--- config.mk ---
export PLATFORM = sky130hd
export DESIGN_NAME = uart_rx
export DESIGN_NICKNAME = d
export VERILOG_FILES = /design/src/rtl/uart_pkg.sv /design/src/rtl/sync_2ff.sv /design/src/rtl/uart_rx.sv
export SDC_FILE = /design/constraint.sdc
export NUM_CORES = 1
export LEC_CHECK = 0
export ABC_AREA = 1
export ABC_CLOCK_PERIOD_IN_PS = 1500
export CORE_AREA = 2 2 46 69
export CTS_BUF_LIST = sky130_fd_sc_hd__clkbuf_2 sky130_fd_sc_hd__clkbuf_4 sky130_fd_sc_hd__clkbuf_8
export DETAILED_ROUTE_END_ITERATION = 6
export DIE_AREA = 0 0 48 71
export PLACE_DENSITY = 0.82
export SYNTH_ARGS = -nofsm -noshare
export SYNTH_HDL_FRONTEND = slang
export SYNTH_HIERARCHICAL = 1
export SYNTH_SLANG_ARGS = --single-unit
--- constraint.sdc ---
create_clock -name clk -period 1.5 [get_ports clk]
set_clock_uncertainty 0.15 [all_clocks]
set_input_delay 0.3 -clock clk [delete_from_list [all_inputs] [get_ports clk]]
set_output_delay 0.3 -clock clk [all_outputs]
set_load 0.1 [all_outputs]
--- src/rtl/uart_pkg.sv ---
// Shared UART definitions used by uart_rx and uart_tx.
//   uart_rx_state_t : receiver FSM states
//   UART_DATA_BITS  : payload bits per frame
package uart_pkg;

    localparam int UART_DATA_BITS = 8;

    typedef enum logic [1:0] {
        IDLE,
        START,
        DATA,
        STOP
    } uart_rx_state_t;

endpackage

--- src/rtl/sync_2ff.sv ---
// Two-flop synchronizer for one asynchronous input bit.
// Ports:
//   clk  - destination clock
//   rst  - synchronous active-high reset; both flops load RESET_VAL
//   d    - asynchronous input
//   q    - synchronized output, two clocks of latency
module sync_2ff #(
    parameter logic RESET_VAL = 1'b0
) (
    input  logic clk,
    input  logic rst,
    input  logic d,
    output logic q
);

    logic meta;

    always_ff @(posedge clk) begin
        if (rst) begin
            meta <= RESET_VAL;
            q    <= RESET_VAL;
        end else begin
            meta <= d;
            q    <= meta;
        end
    end

endmodule

--- src/rtl/uart_rx.sv ---
// UART receiver: 8N1, LSB first, mid-bit sampling at CLKS_PER_BIT oversampling.
// Ports:
//   clk       - system clock, rising edge
//   rst       - synchronous active-high reset
//   rx        - asynchronous serial line, idle high
//   data      - last correctly framed byte, held until the next good byte
//   valid     - one-cycle strobe when data is new
//   frame_err - one-cycle strobe when the stop bit was sampled low
//   busy      - high whenever the receiver is not idle
//
// state | meaning
// IDLE  | waiting for a falling edge on the synchronized line
// START | counting to mid start bit to confirm it is still low
// DATA  | sampling 8 data bits, one per bit period
// STOP  | sampling the stop bit, then strobe valid or frame_err
module uart_rx
    import uart_pkg::*;
#(
    parameter int CLKS_PER_BIT = 16
) (
    input  logic       clk,
    input  logic       rst,
    input  logic       rx,
    output logic [7:0] data,
    output logic       valid,
    output logic       frame_err,
    output logic       busy
);

    localparam int HALF = CLKS_PER_BIT / 2;
    localparam int CW   = $clog2(CLKS_PER_BIT);
    localparam int BW   = $clog2(UART_DATA_BITS);

    localparam logic [CW-1:0] CNT_HALF = CW'(HALF - 1);
    localparam logic [CW-1:0] CNT_LAST = CW'(CLKS_PER_BIT - 1);
    localparam logic [BW-1:0] BIT_LAST = BW'(UART_DATA_BITS - 1);

    uart_rx_state_t            state;
    logic [CW-1:0]             cnt;
    logic [BW-1:0]             bit_idx;
    logic [UART_DATA_BITS-1:0] shift;
    logic                      rx_s;
    logic                      rx_prev;

    sync_2ff #(
        .RESET_VAL (1'b1)
    ) u_sync (
        .clk (clk),
        .rst (rst),
        .d   (rx),
        .q   (rx_s)
    );

    always_ff @(posedge clk) begin
        if (rst) begin
            state     <= IDLE;
            cnt       <= '0;
            bit_idx   <= '0;
            shift     <= '0;
            data      <= '0;
            valid     <= 1'b0;
            frame_err <= 1'b0;
            busy      <= 1'b0;
            rx_prev   <= 1'b1;
        end else begin
            rx_prev   <= rx_s;
            valid     <= 1'b0;
            frame_err <= 1'b0;

            case (state)
                IDLE: begin
                    // Edge rather than level: a line stuck low after a framing
                    // error must go high before another frame can start.
                    if (rx_prev && !rx_s) begin
                        state <= START;
                        cnt   <= '0;
                        busy  <= 1'b1;
                    end
                end

                START: begin
                    if (cnt == CNT_HALF) begin
                        cnt <= '0;
                        if (!rx_s) begin
                            state   <= DATA;
                            bit_idx <= '0;
                        end else begin
                            state <= IDLE;
                            busy  <= 1'b0;
                        end
                    end else begin
                        cnt <= cnt + 1'b1;
                    end
                end

                DATA: begin
                    if (cnt == CNT_LAST) begin
                        cnt   <= '0;
                        // Right shift so the LSB-first stream lands in order.
                        shift <= {rx_s, shift[UART_DATA_BITS-1:1]};
                        if (bit_idx == BIT_LAST) begin
                            state <= STOP;
                        end else begin
                            bit_idx <= bit_idx + 1'b1;
                        end
                    end else begin
                        cnt <= cnt + 1'b1;
                    end
                end

                STOP: begin
                    if (cnt == CNT_LAST) begin
                        // Leaving at mid stop bit leaves half a bit to catch
                        // a back-to-back start edge.
                        cnt   <= '0;
                        state <= IDLE;
                        busy  <= 1'b0;
                        if (rx_s) begin
                            data  <= shift;
                            valid <= 1'b1;
                        end else begin
                            frame_err <= 1'b1;
                        end
                    end else begin
                        cnt <= cnt + 1'b1;
                    end
                end

                default: begin
                    state <= IDLE;
                    busy  <= 1'b0;
                end
            endcase
        end
    end

endmodule

==> results.md <==
* Setup crit end: data[2]
* Port bufs at 13
* Flop-to-flop setup slack at 0.04 ns
* Hold_ws at 0.260 ns
* Met3 wire len at 142 um
* Met2 routed WL at 1740 um
* Critical-path cell list: ha_4, nand3_4, inv_4, nand2_8, nor2_8, inv_6, nor2_2, nor2_1
* Syn. warnings at 6
* Highest net fanout along the worst path at 9
* Top sig layer: met4
* Layout cell share with drive strength beyond 1 at 0.297
* Fin crit period at 1.46 ns
* Row count at 24
* Max cap viols at 0
* GRT Overall Usage at 0.196
* Remaining global-route overflow at 0
* Yosys reg bits at 31
* Sequential share of power at 0.531
* CP Buf/Inv Count at 2
* Largest net degree at the start of global routing at 20
* CP peak stage delay at 0.35 ns
* Slowest CP cell: dfxtp_2
* Period utilization at 0.975
* RSZ-0062 raised after global routing: yes
* Vias at 1176
* Clock sink count at 31
* Area of the die at 3410 um2
* Internal power at 1.21 mW
* Initial antenna violation count at 0
* Sequential share of the synthesized area at 0.478
* Largest delay share family, worst path: simple AND/OR/NAND/NOR gates
* WL/cell at 13.1 um
* Max Slew Vio Count at 0
* WS Path Type: reg -> reg
* Fmax at 0.684 GHz
* CP endpoint kind: register
* Syn avg cell area at 7.82 um2
* Worst-path clk slew at 0.07 ns
* First-pass GRT wire length at 4620 um
* Root Driver: clkbuf_8
* IO Pins at 14
* R2r endpoint: data[2]
* Final GP Congestion at 0.891
* Crit path launch type: register
* Worst-Skew Late Latency at 0.29 ns
* Antenna cells at 0
* DR pass1 iterations at 4
* Required @ worst endpoint at 1.53 ns
* Vias in the first global route at 1111
* Cell count after synthesis at 166
* # setup viols final at 0
* Net Switching at 0.377 mW
* Status: finished, final reports clean
* Area growth, synth to finish at 40.2%
* Crit path from: cnt[1]
* Leakage at 0.818 nW
* Arr. time, crit path at 1.49 ns
* Hold Fails Final Rpt at 0
* Syn nets at 172
* Post-Syn Area at 1300 um2
* Worst-Margin Slew at 0.476 ns
* Total negative slack at 0 ns
* Die Ht at 71 um
* Via/cell ratio at 5.03
* Dpl hpwl at 1970 um
* Slew HR at 0.683
* Die W at 48 um
* Core area at 2850 um2
* Combinational power share at 0.057
* Power Dens Cells at 871 nW/um2
* CTS Hold Buffers Added at 0
* TritonCTS Buffers at 5
* Drt first-iter violations at 37
* Post-route ant nets at 0
* Nets at 200
* DRC Markers at 0
* Initial Util at 0.455
* Worst hold path class: reg -> reg
* CTS tree: done
* Clock Power Share at 0.412
* Worst R2R Start: cnt[1]
* CTS Buffer Depth at 2
* H-Tree Depth at 2
* Switching share of total power at 0.238
* Worst vdd ir at 0.00105 V
* Unique cell type count in the Yosys netlist at 20
* Wl on met1 at 1090 um
* CP Depth at 8
* R2R depth at 8
* Total Routed Length at 3070 um
synth_stat cells:
master,number,share of area
inv_1,16,0.046
ha_1,3,0.029
clkbuf_1,1,0.0029
nand3b_1,1,0.0058
nand2_1,21,0.061
dfxtp_1,31,0.48
nand2_4,1,0.0087
o211ai_1,1,0.0058
a21oi_1,10,0.039
nand3_1,5,0.019
nand2_2,2,0.0096
nor2_2,2,0.0096
inv_2,3,0.0087
nor2_4,1,0.0087
nor2_8,1,0.015
buf_6,3,0.026
o21ai_0,24,0.093
nor2_1,35,0.10
nand3_4,1,0.014
nand4_1,4,0.019
sequential cells by signal (all words and copies together) (netlist names), named ones only:
register	flops
busy	1
state	1
cnt	4
shift	8
bit_idx	3
data	8
u_sync/q	1
frame_err	1
rx_prev	1
u_sync/meta	1
valid	1
layer usage:
metal  GRT usage  up-vias
met5           0        -
met4       0.129        0
met3      0.0612       12
met2       0.313       35
met1       0.207      538
li1            -      591
kinds of logic (layout without fill, tap and decap cells):
family	after synthesis	count (layout)	share of synthesized area
flip-flops	31	31	0.478
adder cells (fa/ha/maj)	3	3	0.0289
AND/OR/NAND/NOR	74	75	0.272
AO/OA/AOI/OAI	35	35	0.137
buffers and inverters	23	51	0.0839
worst register-to-register path, stage by stage, from the launching register on:
cell     delay (ns)
dfxtp_2        0.35
ha_4           0.17
nand3_4        0.13
inv_4          0.11
nand2_8        0.07
nor2_8         0.16
inv_6          0.07
nor2_2         0.09
nor2_1         0.05
worst min path at each step:
stage / slack, ns / start / cells after the start / to
after global placement: 0.24 / u_sync/meta / 2 / u_sync/q
after CTS: 0.25 / u_sync/meta / 2 / u_sync/q
after global routing: 0.31 / u_sync/meta / 2 / u_sync/q
after floorplan: 0.23 / u_sync/meta / 2 / u_sync/q
final: 0.26 / u_sync/meta / 2 / u_sync/q
after detailed placement: 0.24 / u_sync/meta / 2 / u_sync/q
metrics by stage:
stage                     instance area, um2  total power, mW  instances  setup slack (ns)   util
after floorplan                         1300            0.911        166            0.0563      -
after global placement                  1630            0.942        224           -0.0798  0.570
after detailed placement                1630            0.943        224            -0.115  0.570
after CTS                               1730             1.60        232            0.0177  0.608
after global routing                    1820             1.64        234           -0.0360  0.638
final                                   1820             1.58        234            0.0375  0.638
power by group through the flow:
stage	clock network (mW)	registers, mW	logic, mW
finish	0.652	0.841	0.0909
floorplan	0	0.869	0.0419
global route	0.697	0.842	0.0977
global placement	0	0.858	0.0842
CTS	0.673	0.841	0.0866
detailed placement	0	0.858	0.0852
cell usage in the layout (no fill, tap or decap), types with 4 or more instances in the layout:
master     n
clkbuf_8   5
a21oi_1    9
nand4_1    4
nand3_1    4
dfxtp_1   23
o21ai_0   24
inv_1     16
nor2_2     4
dfxtp_2    8
buf_12    11
buf_4     11
nand2_1   20
nor2_1    33
layout make-up:
cell class	instances	area, um2
fillers	237	1030
multi-input cells	113	649
repair buffers	24	323
flip-flops and latches	31	631
clock inverters	2	12.5
clock buffers	6	76.3
inverters	19	78.8
well taps	39	48.8
repair_timing:
item | in CTS | in global routing
buffers inserted | 0 | 1
resized for setup | 5 | 18
pin swaps | 0 | 7
gates cloned | 0 | 1
endpoints found under the setup margin | 11 | 11
No activity file was read; power rests on OpenSTA's default activity.
